$ cat src/rtl/spi_ram_if.sv
// Command/response bus between an SPI slave front end and the spi_ram store.
// The SPI side drives command frames in; the RAM side returns read data and a
// sequencing error pulse.
interface spi_ram_if #(
  parameter int MEM_DEPTH = 256
);
  localparam int ADDR_SIZE = $clog2(MEM_DEPTH);

  logic [ADDR_SIZE+1:0] rx_data;
  logic                 rx_valid;
  logic [ADDR_SIZE-1:0] tx_data;
  logic                 tx_valid;
  logic                 seq_err;

  modport master (
    output rx_data,
    output rx_valid,
    input  tx_data,
    input  tx_valid,
    input  seq_err
  );

  modport slave (
    input  rx_data,
    input  rx_valid,
    output tx_data,
    output tx_valid,
    output seq_err
  );
endinterface

$ cat src/rtl/spi_ram.sv
// Word-addressed RAM driven by SPI command frames. A frame carries a 2-bit
// opcode and an address-wide payload: set write address, write data, set read
// address, read data. Data commands auto-increment their pointer and wrap at
// MEM_DEPTH-1. Data commands issued before any address command of the same
// direction are rejected with a one-cycle seq_err pulse.
module spi_ram #(
  parameter int MEM_DEPTH = 256
) (
  input  logic     clk,
  input  logic     rst_n,
  spi_ram_if.slave bus
);
  localparam int ADDR_SIZE = $clog2(MEM_DEPTH);

  localparam logic [ADDR_SIZE:0]   DEPTH_EXT = (ADDR_SIZE+1)'(MEM_DEPTH);
  localparam logic [ADDR_SIZE-1:0] LAST_ADDR = ADDR_SIZE'(MEM_DEPTH - 1);

  localparam logic [1:0] OP_WR_ADDR = 2'b00;
  localparam logic [1:0] OP_WR_DATA = 2'b01;
  localparam logic [1:0] OP_RD_ADDR = 2'b10;
  localparam logic [1:0] OP_RD_DATA = 2'b11;

  // Map a raw payload onto a legal address. The payload is narrower than
  // 2*MEM_DEPTH, so one conditional subtraction is a full modulo.
  function automatic logic [ADDR_SIZE-1:0] fold_addr(input logic [ADDR_SIZE-1:0] a);
    if ({1'b0, a} >= DEPTH_EXT) begin
      fold_addr = a - DEPTH_EXT[ADDR_SIZE-1:0];
    end else begin
      fold_addr = a;
    end
  endfunction

  // Pointer increment that wraps at the last implemented word.
  function automatic logic [ADDR_SIZE-1:0] next_addr(input logic [ADDR_SIZE-1:0] a);
    if (a == LAST_ADDR) begin
      next_addr = '0;
    end else begin
      next_addr = a + 1'b1;
    end
  endfunction

  logic [ADDR_SIZE-1:0] mem_q [0:MEM_DEPTH-1];

  logic [ADDR_SIZE-1:0] wr_ptr_q, wr_ptr_d;
  logic [ADDR_SIZE-1:0] rd_ptr_q, rd_ptr_d;
  logic                 wa_ok_q, wa_ok_d;
  logic                 ra_ok_q, ra_ok_d;
  logic [ADDR_SIZE-1:0] tx_data_q, tx_data_d;
  logic                 tx_valid_q, tx_valid_d;
  logic                 seq_err_q, seq_err_d;

  logic                 mem_we;
  logic [ADDR_SIZE-1:0] mem_waddr;
  logic [ADDR_SIZE-1:0] mem_wdata;

  logic [1:0]           opcode;
  logic [ADDR_SIZE-1:0] payload;

  assign opcode  = bus.rx_data[ADDR_SIZE+1:ADDR_SIZE];
  assign payload = bus.rx_data[ADDR_SIZE-1:0];

  // Decode one command per valid cycle; pulses default low so they last one cycle.
  always_comb begin
    wr_ptr_d   = wr_ptr_q;
    rd_ptr_d   = rd_ptr_q;
    wa_ok_d    = wa_ok_q;
    ra_ok_d    = ra_ok_q;
    tx_data_d  = tx_data_q;
    tx_valid_d = 1'b0;
    seq_err_d  = 1'b0;
    mem_we     = 1'b0;
    mem_waddr  = wr_ptr_q;
    mem_wdata  = payload;
    if (bus.rx_valid) begin
      case (opcode)
        OP_WR_ADDR: begin
          wr_ptr_d = fold_addr(payload);
          wa_ok_d  = 1'b1;
        end
        OP_WR_DATA: begin
          if (wa_ok_q) begin
            mem_we   = 1'b1;
            wr_ptr_d = next_addr(wr_ptr_q);
          end else begin
            seq_err_d = 1'b1;
          end
        end
        OP_RD_ADDR: begin
          rd_ptr_d = fold_addr(payload);
          ra_ok_d  = 1'b1;
        end
        OP_RD_DATA: begin
          if (ra_ok_q) begin
            tx_data_d  = mem_q[rd_ptr_q];
            tx_valid_d = 1'b1;
            rd_ptr_d   = next_addr(rd_ptr_q);
          end else begin
            seq_err_d = 1'b1;
          end
        end
        default: begin
          seq_err_d = 1'b0;
        end
      endcase
    end
  end

  // Control and output registers; cleared asynchronously so a new session
  // must re-issue address commands.
  always_ff @(posedge clk or negedge rst_n) begin
    if (!rst_n) begin
      wr_ptr_q   <= '0;
      rd_ptr_q   <= '0;
      wa_ok_q    <= 1'b0;
      ra_ok_q    <= 1'b0;
      tx_data_q  <= '0;
      tx_valid_q <= 1'b0;
      seq_err_q  <= 1'b0;
    end else begin
      wr_ptr_q   <= wr_ptr_d;
      rd_ptr_q   <= rd_ptr_d;
      wa_ok_q    <= wa_ok_d;
      ra_ok_q    <= ra_ok_d;
      tx_data_q  <= tx_data_d;
      tx_valid_q <= tx_valid_d;
      seq_err_q  <= seq_err_d;
    end
  end

  // Storage array, deliberately not reset so it maps onto plain RAM.
  always_ff @(posedge clk) begin
    if (mem_we) begin
      mem_q[mem_waddr] <= mem_wdata;
    end
  end

  assign bus.tx_data  = tx_data_q;
  assign bus.tx_valid = tx_valid_q;
  assign bus.seq_err  = seq_err_q;

endmodule

$ cat src/flat_wrapper.sv
// flat-port wrapper written by rule: the top's interface ports become plain ports
module spi_ram_flat 
#(
  parameter int MEM_DEPTH = 256
)
  (clk, rst_n, bus_rx_data, bus_rx_valid, bus_tx_data, bus_tx_valid, bus_seq_err);
  spi_ram_if #(.MEM_DEPTH(MEM_DEPTH)) bus_i ();
  input  logic clk;
  input  logic rst_n;
  input wire logic [$bits(bus_i.rx_data)-1:0] bus_rx_data;
  input wire logic [$bits(bus_i.rx_valid)-1:0] bus_rx_valid;
  output wire logic [$bits(bus_i.tx_data)-1:0] bus_tx_data;
  output wire logic [$bits(bus_i.tx_valid)-1:0] bus_tx_valid;
  output wire logic [$bits(bus_i.seq_err)-1:0] bus_seq_err;
  assign bus_i.rx_data = bus_rx_data;
  assign bus_i.rx_valid = bus_rx_valid;
  assign bus_tx_data = bus_i.tx_data;
  assign bus_tx_valid = bus_i.tx_valid;
  assign bus_seq_err = bus_i.seq_err;
  spi_ram #(.MEM_DEPTH(MEM_DEPTH)) u_core (.clk(clk), .rst_n(rst_n), .bus(bus_i));
endmodule
$ cat config.mk
export PLATFORM = sky130hd
export DESIGN_NAME = spi_ram_flat
export DESIGN_NICKNAME = d
export VERILOG_FILES = /design/src/rtl/spi_ram_if.sv /design/src/rtl/spi_ram.sv /design/src/flat_wrapper.sv
export SDC_FILE = /design/constraint.sdc
export NUM_CORES = 2
export LEC_CHECK = 0
export ABC_AREA = 1
export CAP_MARGIN = 20
export CORE_UTILIZATION = 45
export CTS_CLUSTER_DIAMETER = 120
export DETAILED_ROUTE_END_ITERATION = 6
export HOLD_SLACK_MARGIN = 0.12
export SYNTH_ARGS = -nofsm -noshare
export SYNTH_HDL_FRONTEND = slang
export SYNTH_SLANG_ARGS = --single-unit
$ cat constraint.sdc
create_clock -name clk -period 4.49 [get_ports clk]
set_input_delay 1.1225 -clock clk [delete_from_list [all_inputs] [get_ports clk]]
set_output_delay 1.1225 -clock clk [all_outputs]
set_load 0.01 [all_outputs]
After elaboration in Yosys (flattened, before gate mapping):

Memory sizes are Yosys's and may differ from the RTL's. A register that Yosys moved wholly into a read port is not among the register bits.
Cells that the tools add are included.
Widths: inputs -> output; s select.

* add/sub/neg operators: 2
* eq/ne operators: 7
* muxes and demuxes: 18
* reductions and logical operators: 9

Operators by type and width (count)
* $mux 8: 4
* $pmux 8 s2: 2
* $add 8x1->8 const B: 2
* $eq 8x8->1 const B: 2
* $mux 1: 11
* $reduce_and 3->1: 3
* $eq 2x2->1 const B: 2
* $ne 2x1->1 const B: 2
* $reduce_and 2->1: 2
* $reduce_bool 2->1: 2
* $eq 2x1->1 const B: 1
* $logic_not 2->1: 1
* $pmux 1 s2: 1
* $logic_not 1->1: 1

* register bits after elaboration: 20
* bits in writable memories: 2048
* output and inout port bits: 10
* memories kept: 1

Memory list
* u_core.mem_q: depth 256, width 8, rd ports 1, clocked after memory_dff 1, wr ports 1, RTL line spi_ram.sv:42 `logic [ADDR_SIZE-1:0] mem_q [0:MEM_DEPTH-1];`

Depth between registers and ports, before layout:

* depth after elaboration: 5
* gate-level depth with buffers: 16
* depth with buffers taken out: 13

Worst setup path before layout:

Ideal clock, no wire load.

* path kind: input port to flip-flop
* start point: input bus_rx_data[8]
* end point: memory u_core.mem_q[104][0] (netlist name) (enable)
* library setup time: 370 ps
* arrival time: 2644 ps
* required time: 4120 ps
* slack: 1476 ps
* stages on the path: 8
* path through: inv_1 -> nor2_2 -> inv_1 -> nor3_4 -> buf_2 -> nand2_1 -> clkbuf_1 -> nor2_1

* longest elaborated chain between the ends: 5

Ends and longest elaborated chain
* from (decl): RTL line flat_wrapper.sv:10 `input wire logic [$bits(bus_i.rx_data)-1:0] bus_rx_data;`
* $eq 2x1->1: RTL line spi_ram.sv:75 `case (opcode)`
* $mux 1: RTL line spi_ram.sv:75
* $mux 1: RTL line spi_ram.sv:74 `if (bus.rx_valid) begin`
* $mux 1: RTL line spi_ram.sv:132 `if (mem_we) begin`
* $mux 1 (not written as such): RTL line spi_ram.sv:133 `mem_q[mem_waddr] <= mem_wdata;`
* to (decl): RTL line spi_ram.sv:42

No other way between the ends.

Worst setup path after layout:

* start point: input bus_rx_data[8]
* end point: memory u_core.mem_q[95][5] (netlist name) (enable)

Same word-level chain as after synthesis.

==> flow_summary.yaml <==
clock_network:
  cts_tree: "built"
  clk_latency_ps: 830
  post_cts_buffers: 0
  hold_buffers: 0
  htreeDepth: 4
  ctsResizeCount: 0
  cts_buffers: 206
  cts_sinks: 2076
  clkTransAtPathRegs_ps: 60
  clockRootBuffer: "clkbuf_16"
  clockBufferDepth: 3
worst_setup_path:
  path_buf_inv: 5
  worstPathMaxFanout: 14
  crit_type: "in2reg"
  crit_arrival_ps: 3950
  crit_family: "buffers and inverters"
  required_ps: 4960
  crit_path_max_incr_delay_ps: 620
  setup.worst_path.start_class: "input pin"
  crit_path_end_kind: "register"
  cp_cell_sequence: "clkdlybuf4s50_1 > inv_1 > nor2_2 > inv_1 > nor3_4 > buf_4 > nand2_1 > buf_4 > nor2_1"
  cp_slowest_cell: "nor2_1"
placement:
  hpwlAfterDp_um: 144000
  place_congestion: 0.900
  port_buffers: 22
  place_ws_ps: 199
  placed_cells: 9809
layout:
  final-instance-count-excl-fill: 10186
  layout-drive-gt1-share_pct: 6.79
  most-common-layout-cells: "nand2_1, edfxtp_1, nand3_1, inv_1, nor2_1"
  layout_commonest_cell: "nand2_1"
  nNetsFinal: 7525
  area_growth_pct: 10.5
  final_core_util_pct: 50.2
routing:
  dr.first_iter.drc_count: 7237
  drc: 0
  vias_per_cell: 5.62
  num_vias: 57210
  wl_um: 243000
  antenna_left: 0
  first_pass_iters: 6
  wl_per_cell_um: 23.8
sta:
  fin_crit_sh_pct: 77.5
  rsz0062_at_grt: "no"
  worstMarginPinSlew_ps: 1090
  setup_ws_ps: 1010
  slew_headroom_pct: 27.3
  finalSetupTns_ps: 0
  setup_violations: 0
  max_freq_ghz: 0.287
  fin_crit_ps: 3480
  hold_ws_ps: 345
  maxSlewViolCount: 0
  skew_ps: 19.2
  hold_viol: 0
synthesis:
  netlist_area_um2: 86700
  synth.distinct_cells: 36
  yosysSeqAreaShare_pct: 71.8
  ys_ff_latch: 2076
  yosys_warnings: 0
  mappedNetlistNets: 7637
  avgSynthCellArea_um2: 11.4
  synth_cells: 7619
power:
  power_density_nw_per_um2: 470
  p_clk_share_pct: 37.1
  ir_drop_mv: 0.407
  p_int_mw: 32.6
  seq_power_share_pct: 47.7
  switching_share_pct: 27.7
  p_comb_share_pct: 15.2
  p_leak_nw: 34.7
  power.switching_mw: 12.5
grt:
  antenna_found_initial: 7
  grt_overflow: 0
  grt_start_max_net_pins: 233
  grt_pass1_vias: 55102
  grt_pass1_wl_um: 355000
  grt_use_total_pct: 24.8
die:
  die_h_um: 441
  die_area_um2: 194000
  pin_count: 23
  die_x_um: 441
  initial_core_util_pct: 45.4
  rows: 160
  placeableCoreArea_um2: 191000
outcome:
  status: "finished, final reports clean"
flow_run:
  drv_cap: 0
hold_path:
  hold_path_class: "in2async"
-- kinds of logic after synthesis --
family	count (synthesis)	synth area share [%]
flip-flops	2076	71.8
XOR/XNOR	2	0.0202
adder cells (fa/ha/maj)	5	0.0722
AO/OA/AOI/OAI	307	2.17
buffers and inverters	878	4.68
AND/OR/NAND/NOR	4351	21.3
-- synthesized netlist by cell type, drive strengths merged --
cell,count,area (um2)
dfrtp,28,701
nor2,382,1440
inv,385,1450
a21oi,99,495
a31oi,2,12.5
o21ai,116,581
or2,60,375
nor3,174,887
a22oi,9,67.6
nand3,1394,6980
ha,5,62.6
a32o,1,10.0
clkbuf,202,759
edfxtp,2048,61500
clkinv,5,18.8
buf,286,1830
nand3b,1,7.51
xor2,2,17.5
nand2,2339,8780
o211ai,80,711
nand4,1,6.26
-- per-stage QoR --
stage	instance area (um2)	total power, mW
2_1_floorplan	86700	26.1
3_3_place_gp	89300	28.6
3_5_place_dp	89300	28.6
4_1_cts	95700	45.1
5_1_grt	95800	46.4
6_report	95800	45.0
-- power by group through the flow --
stage / Combinational (mW) / Sequential (mW) / Clock (mW)
floorplan: 4.30 / 21.8 / 0
global placement: 6.67 / 21.9 / 0
detailed placement: 6.71 / 21.9 / 0
CTS: 6.73 / 21.5 / 16.9
global route: 7.38 / 21.5 / 17.6
finish: 6.84 / 21.5 / 16.7
-- final cells by class --
class	instances	area, um2
Fill cell	16561	95000
Sequential cell	2076	62200
Multi-Input combinational cell	4665	20500
Clock buffer	255	5400
Tap cell	2511	3140
Timing Repair Buffer	168	2000
Inverter	390	1490
Clock inverter	120	1060
Antenna cell	1	2.50
-- final timing paths --
kind | endpoint | start | slack, ps | cells past startpoint
setup / recovery | u_core.mem_q[95][5] | bus_rx_data[8] | 1010 | 9
max in group asynchronous | u_core.rd_ptr_q[3] | rst_n | 3560 | 1
hold reg to reg | u_core.wa_ok_q | u_core.wa_ok_q | 520 | 2
min in group clk | u_core.wa_ok_q | u_core.wa_ok_q | 520 | 2
setup reg to reg | u_core.bus.tx_data[7] | u_core.rd_ptr_q[1] | 1240 | 12
hold / removal | u_core.ra_ok_q | rst_n | 340 | 1
-- flip-flops by register name, indices dropped and copies added (netlist names) --
name	cells
u_core.mem_waddr	8
u_core.bus.seq_err	1
u_core.bus.tx_valid	1
u_core.rd_ptr_q	8
u_core.mem_q	2048
u_core.ra_ok_q	1
u_core.bus.tx_data	8
u_core.wa_ok_q	1
-- routing by layer --
metal / track usage (%) / vias to the layer above / part of all wire [%]
met5: 0 / - / 0.0074
met4: 8.20 / 4 / 3.3
met3: 4.69 / 438 / 9.0
met2: 39.3 / 2625 / 46
met1: 34.3 / 28001 / 41
li1: - / 26142 / -
-- worst register-to-register path, stage by stage, from the launching register on --
cell and delay, ps:
dfrtp_4 620, inv_8 510, buf_12 430, nor3_1 130
nor3_1 280, nand2_1 140, nand3_1 130, nand3_1 160
nand3_1 210, nand3_1 240, nand3_1 180, nand3_1 90
nand2_1 70
Power figures use the tool's default switching activity.
